===== src/rtl/uart_tx_fifo.sv =====
// Buffered UART transmitter: a small write FIFO feeding a registered serial framer.
// A frame leaves TX_OUT one cycle after the write edge; Data_Ready drops only while the FIFO is full.

// Generic FIFO with show-ahead head. A write is accepted only when not full, regardless of a same-edge pop.
module uart_tx_fifo_buf #(
    parameter int W     = 8,
    parameter int DEPTH = 4
) (
    input  logic                     clk,
    input  logic                     rst,
    input  logic                     wr_vld,
    input  logic [W-1:0]             wr_dat,
    output logic                     wr_rdy,
    input  logic                     rd_vld,
    output logic [W-1:0]             rd_dat,
    output logic [$clog2(DEPTH):0]   count
);
    localparam int AW = $clog2(DEPTH);
    localparam int CW = AW + 1;

    logic [W-1:0]  mem [DEPTH];
    logic [AW-1:0] wr_ptr;
    logic [AW-1:0] rd_ptr;
    logic          push;
    logic          pop;

    assign wr_rdy = (count != CW'(DEPTH));
    assign push   = wr_vld & wr_rdy;
    assign pop    = rd_vld & (count != '0);
    assign rd_dat = mem[rd_ptr];

    // Power-of-two depth lets the pointers wrap by plain overflow.
    always_ff @(posedge clk or posedge rst) begin
        if (rst) begin
            wr_ptr <= '0;
            rd_ptr <= '0;
            count  <= '0;
        end else begin
            if (push) wr_ptr <= wr_ptr + AW'(1);
            if (pop)  rd_ptr <= rd_ptr + AW'(1);
            case ({push, pop})
                2'b10:   count <= count + CW'(1);
                2'b01:   count <= count - CW'(1);
                default: count <= count;
            endcase
        end
    end

    always_ff @(posedge clk) begin
        if (push) mem[wr_ptr] <= wr_dat;
    end
endmodule

module uart_tx_fifo #(
    parameter int DATA_WIDTH     = 8,
    parameter int FIFO_DEPTH     = 4,
    parameter int PRESCALE_WIDTH = 16
) (
    input  logic                            CLK,
    input  logic                            RST_ASYN,
    input  logic [DATA_WIDTH-1:0]           P_DATA,
    input  logic                            Data_Valid,
    output logic                            Data_Ready,
    input  logic                            PAR_EN,
    input  logic                            PAR_TYP,
    input  logic                            STOP2,
    input  logic [PRESCALE_WIDTH-1:0]       PRESCALE,
    output logic                            TX_OUT,
    output logic                            busy,
    output logic [$clog2(FIFO_DEPTH):0]     FIFO_COUNT
);
    localparam int BIT_W = $clog2(DATA_WIDTH + 1);
    localparam int PW    = PRESCALE_WIDTH;

    typedef enum logic [2:0] {IDLE, START, DATA, PARITY, STOP} state_t;

    state_t                 state, state_nxt;
    logic [PW-1:0]          timer, timer_nxt;
    logic [PW-1:0]          presc_q, presc_nxt;
    logic [BIT_W-1:0]       idx, idx_nxt;
    logic [DATA_WIDTH-1:0]  sr, sr_nxt;
    logic                   par_en_q, par_en_nxt;
    logic                   par_bit_q, par_bit_nxt;
    logic                   stop2_q, stop2_nxt;
    logic                   tx_q, tx_nxt;
    logic                   busy_q;
    logic                   start_frame;
    logic                   bit_done;
    logic [DATA_WIDTH-1:0]  head;

    uart_tx_fifo_buf #(
        .W     (DATA_WIDTH),
        .DEPTH (FIFO_DEPTH)
    ) u_fifo (
        .clk    (CLK),
        .rst    (RST_ASYN),
        .wr_vld (Data_Valid),
        .wr_dat (P_DATA),
        .wr_rdy (Data_Ready),
        .rd_vld (start_frame),
        .rd_dat (head),
        .count  (FIFO_COUNT)
    );

    assign bit_done = (timer == presc_q - PW'(1));
    assign TX_OUT   = tx_q;
    assign busy     = busy_q;

    always_comb begin
        state_nxt   = state;
        timer_nxt   = timer;
        presc_nxt   = presc_q;
        idx_nxt     = idx;
        sr_nxt      = sr;
        par_en_nxt  = par_en_q;
        par_bit_nxt = par_bit_q;
        stop2_nxt   = stop2_q;
        start_frame = 1'b0;
        tx_nxt      = 1'b1;

        if (state != IDLE) timer_nxt = bit_done ? '0 : timer + PW'(1);

        case (state)
            IDLE: begin
                if (FIFO_COUNT != '0) start_frame = 1'b1;
            end
            START: begin
                if (bit_done) begin
                    state_nxt = DATA;
                    idx_nxt   = '0;
                end
            end
            DATA: begin
                if (bit_done) begin
                    sr_nxt = sr >> 1;
                    if (idx == BIT_W'(DATA_WIDTH - 1)) begin
                        idx_nxt   = '0;
                        state_nxt = par_en_q ? PARITY : STOP;
                    end else begin
                        idx_nxt = idx + BIT_W'(1);
                    end
                end
            end
            PARITY: begin
                if (bit_done) begin
                    state_nxt = STOP;
                    idx_nxt   = '0;
                end
            end
            STOP: begin
                if (bit_done) begin
                    if (idx == {{(BIT_W-1){1'b0}}, stop2_q}) begin
                        // Chain straight into the next start bit when more data is queued.
                        if (FIFO_COUNT != '0) start_frame = 1'b1;
                        else                  state_nxt   = IDLE;
                    end else begin
                        idx_nxt = idx + BIT_W'(1);
                    end
                end
            end
            default: state_nxt = IDLE;
        endcase

        // Frame settings are captured only here so mid-frame input changes are ignored.
        if (start_frame) begin
            state_nxt   = START;
            timer_nxt   = '0;
            idx_nxt     = '0;
            sr_nxt      = head;
            par_en_nxt  = PAR_EN;
            par_bit_nxt = (^head) ^ PAR_TYP;
            stop2_nxt   = STOP2;
            presc_nxt   = (PRESCALE == '0) ? PW'(1) : PRESCALE;
        end

        case (state_nxt)
            IDLE:    tx_nxt = 1'b1;
            START:   tx_nxt = 1'b0;
            DATA:    tx_nxt = sr_nxt[0];
            PARITY:  tx_nxt = par_bit_nxt;
            STOP:    tx_nxt = 1'b1;
            default: tx_nxt = 1'b1;
        endcase
    end

    always_ff @(posedge CLK or posedge RST_ASYN) begin
        if (RST_ASYN) begin
            state     <= IDLE;
            timer     <= '0;
            presc_q   <= PW'(1);
            idx       <= '0;
            sr        <= '0;
            par_en_q  <= 1'b0;
            par_bit_q <= 1'b0;
            stop2_q   <= 1'b0;
            tx_q      <= 1'b1;
            busy_q    <= 1'b0;
        end else begin
            state     <= state_nxt;
            timer     <= timer_nxt;
            presc_q   <= presc_nxt;
            idx       <= idx_nxt;
            sr        <= sr_nxt;
            par_en_q  <= par_en_nxt;
            par_bit_q <= par_bit_nxt;
            stop2_q   <= stop2_nxt;
            tx_q      <= tx_nxt;
            busy_q    <= (state_nxt != IDLE);
        end
    end
endmodule


===== config.mk =====
export PLATFORM = sky130hd
export DESIGN_NAME = uart_tx_fifo
export DESIGN_NICKNAME = d
export VERILOG_FILES = /design/src/rtl/uart_tx_fifo.sv
export SDC_FILE = /design/constraint.sdc
export NUM_CORES = 1
export LEC_CHECK = 0
export ABC_AREA = 1
export BUFFER_PORTS_ARGS = -buffer_cell sky130_fd_sc_hd__buf_2
export CAP_MARGIN = 30
export CORE_ASPECT_RATIO = 0.5
export CORE_UTILIZATION = 57
export CTS_CLUSTER_SIZE = 8
export DETAILED_ROUTE_END_ITERATION = 10
export GPL_TIMING_DRIVEN = 0
export MAX_ROUTING_LAYER = met4
export PLACE_DENSITY = 0.73
export RECOVER_POWER = 25
export SETUP_SLACK_MARGIN = 0.2
export SYNTH_ARGS = -nofsm -noshare
export SYNTH_HDL_FRONTEND = slang
export SYNTH_HIERARCHICAL = 1
export SYNTH_SLANG_ARGS = --single-unit

===== constraint.sdc =====
create_clock -name CLK -period 3.6 [get_ports CLK]
set_input_delay 0.72 -clock CLK [delete_from_list [all_inputs] [get_ports CLK]]
set_output_delay 0.72 -clock CLK [all_outputs]
set_load 0.01 [all_outputs]

==> metrics.yaml <==
outcome:
  status: "finished, final reports clean"
synth:
  synth_cells: 671
  synth_edf_count: 32
  syn_area_per_cell_sq_um: 8.115
  ys_seq_elements: 91
  yosysTopAreaCell: "dfrtp_1"
  yosysMostFrequentCell: "nand2_1"
  ys_warn_count: 6
  synth_top_area_share_pct: 26.19
  synthArstFlopShare_pct: 64.84
  syn-num-nets: 710
  syn_area_sq_um: 5445
  yosys-top-cells-count: "nand2_1, inv_1, dfrtp_1"
  yosysUniqueCellTypes: 43
  synth_area_leaders: "dfrtp_1, edfxtp_1, nand2_1"
  ys_seq_area_share_pct: 44.81
  synth_flop_cell: "dfrtp_1"
global_routing:
  use_met3_pct: 5.078
  grt_max_degree: 34
  grt_usage_pct: 25.56
  grt_overflow: 0
  gr-max-usage-layer: "met2"
  grt_pass1_wl_um: 19040
  grt_use_met2_pct: 41.06
  antenna_found_initial: 0
  grt_pass1_vias: 4133
  met1_usage_pct: 33.18
clock_tree:
  cts_buffers: 9
  insertion_delay_ns: 0.34
  h-tree-depth: 3
  cts_tree: "yes"
  cts_buffer_depth: 2
  path_clk_slew_ns: 0.07
  root_buffer: "clkbuf_16"
  numClockSinks: 91
sta:
  min_period_over_period_pct: 88.16
  worstMarginPinSlew_ns: 0.7802
  max_freq_mhz: 315.1
  clock_skew_ns: 0.004698
  holdWs_ns: 0.2910
  finalHoldViolations: 0
  fin_crit_ns: 3.174
  rsz0062_at_grt: "false"
  setup_viol: 0
  slew_violations: 0
  setup_ws_ns: 0.4261
  slew_headroom_pct: 47.93
placed_design:
  routabilityCongestion: 0.9056
  dp_cells: 824
  port-buffer-count: 35
  pre_cts_ws_ns: -0.04036
  dp_hpwl_um: 8729
setup_path:
  crit_chain: "inv_4 -> ha_4 -> nand2_1 -> inv_1 -> nor2_2 -> nand2_2 -> nor2_1 -> nand3_1 -> nor2_2 -> nand2_2 -> nor2_2 -> nand4_2 -> nand2_4 -> buf_12 -> buf_12 -> nand2_1 -> inv_1 -> ha_2 -> inv_2 -> fa_2 -> nand2_2 -> nand3_1 -> nand2_1 -> nand2_1"
  critical_path_class: "reg -> reg"
  cp_top_family: "simple AND/OR/NAND/NOR gates"
  crit_cells: 24
  crit_required_ns: 3.83
  critPathMaxFanout: 6
  path_common_cell: "nand2_1"
  critPathBufInv: 6
  rr_worst_depth: 24
  arrival_ns: 3.40
  slowest_stage: "dfstp_2"
  start_kind: "flop"
  cp_slowest_stage_delay_ns: 0.56
  worstSetupEndpointType: "flop"
floorplan:
  top_level_ports: 36
  die_y_um: 71.11
  core_area_sq_um: 8979
  initial_core_util_pct: 60.65
  die_w_um: 140.2
  rows: 24
  dieArea_sq_um: 9971
routing:
  drc: 0
  vias: 4410
  routedWlPerCell_um: 13.05
  vias_per_cell: 5.182
  drt_first_pass_iters: 5
  wirelength_um: 11110
  ant_nets: 0
  drt_iter0_drc: 296
pwr:
  p_int_mw: 2.808
  seqPwrFrac_pct: 33.8
  comb_power_share_pct: 48.0
  p_sw_share_pct: 42.60
  power_frac_clock_pct: 18.2
  ir_drop_mv: 0.4244
  p_leak_nw: 2.971
  power_density_nw_per_um2: 791.3
  netSwitchingPower_mw: 2.084
layout:
  multiInputGateArea_sq_um: 2509
  fin_util_pct: 68.85
  drive_gt1_share_pct: 17.85
  n_fill_cell: 772
  final_nets: 768
  fin_cells: 851
  diodes: 0
  syn_to_final_growth_pct: 13.53
  seq_area_sq_um: 2440
hold_path:
  holdCritPathClass: "in -> async"
job:
  max_cap_violations: 0
[cell usage in the layout (no fill, tap or decap), types with 2 or more instances in the layout]
master,n
a21oi_1,5
a22oi_1,7
buf_12,5
buf_2,27
buf_4,13
buf_6,3
clkbuf_1,10
clkbuf_16,9
clkinv_1,2
dfrtp_1,57
dfstp_2,2
edfxtp_1,32
ha_1,6
inv_1,91
inv_2,8
inv_6,3
nand2_1,192
nand2_2,22
nand2_4,2
nand3_1,52
nand3b_1,3
nand4_1,8
nor2_1,51
nor2_2,9
nor2_4,5
nor3_1,7
nor4_1,4
o211ai_1,16
o21ai_0,15
o21ai_2,8
o22ai_1,10
xnor2_1,15
xor2_1,17
[cell families (layout without fill, tap and decap cells)]
group	Yosys count	after routing	synth area share, %
compound gates	63	63	7.744
xor+xnor	32	32	5.147
fa+ha+maj	9	9	2.206
buf+inv	114	177	9.719
flops	91	91	44.81
simple gates	362	362	30.38
[worst register-to-register path, cell delays in order, from the launching register on]
cell and delay, ns:
dfstp_2 0.56, inv_4 0.06, ha_4 0.24, nand2_1 0.06, inv_1 0.04, nor2_2 0.08, nand2_2 0.08, nor2_1 0.10
nand3_1 0.10, nor2_2 0.14, nand2_2 0.09, nor2_2 0.11, nand4_2 0.13, nand2_4 0.13, buf_12 0.11, buf_12 0.09
nand2_1 0.06, inv_1 0.06, ha_2 0.18, inv_2 0.05, fa_2 0.35, nand2_2 0.07, nand3_1 0.07, nand2_1 0.05
nand2_1 0.05
[metrics by stage]
step	total power, mW	setup TNS (ns)	area [sq um]
4_1_cts	4.847	0	6126
3_5_place_dp	3.888	-0.04036	5787
2_1_floorplan	3.381	0	5445
5_1_grt	5.305	0	6182
3_3_place_gp	3.823	0	5767
6_report	4.892	0	6182
[power groups by stage]
stage	clock (mW)	combinational, mW	sequential, mW
after floorplan	0	1.77	1.61
after global placement	0	2.17	1.65
after detailed placement	0	2.23	1.66
after CTS	0.905	2.30	1.64
after global routing	0.948	2.67	1.69
final	0.891	2.35	1.65
[layout make-up]
class | count | area share [%]
Timing Repair Buffer | 47 | 4.311
Multi-Input combinational cell | 466 | 40.58
Buffer | 12 | 2.449
Clock inverter | 7 | 0.9512
Clock buffer | 9 | 3.643
Tap cell | 117 | 2.368
Sequential cell | 91 | 39.47
Inverter | 102 | 6.234
[registers in the layout, indices dropped and copies added (netlist names)]
name,flops
u_fifo/wr_ptr,2
TX_OUT,1
sr,8
u_fifo/rd_ptr,2
timer,16
u_fifo/count,3
presc_q,16
par_bit_q,1
stop2_q,1
busy,1
u_fifo/mem,32
idx,4
state,3
par_en_q,1
[repair_timing]
item / CTS / global route
setup buffers: 4 / 7
pin swaps: 5 / 9
setup endpoints to repair: 2 / 2
hold buffers: 0 / 0
gates resized for setup: 6 / 8
[worst paths after layout]
kind	endpoint	slack, ns	start
setup reg to reg	u_fifo/count[2]	0.43	presc_q[0]
hold reg to reg	sr[7]	0.51	sr[7]
max in group asynchronous	presc_q[0]	2.40	RST_ASYN
setup / recovery	u_fifo/count[2]	0.43	presc_q[0]
min in group CLK	sr[7]	0.51	sr[7]
hold / removal	u_fifo/count[0]	0.29	RST_ASYN
[per-layer routing]
layer / vias to the layer above / wire, um
met5: - / 0
met4: 0 / 173
met3: 14 / 585
met2: 89 / 5054
met1: 2039 / 5295
li1: 2268 / -
No activity file was read; power rests on OpenSTA's default activity.
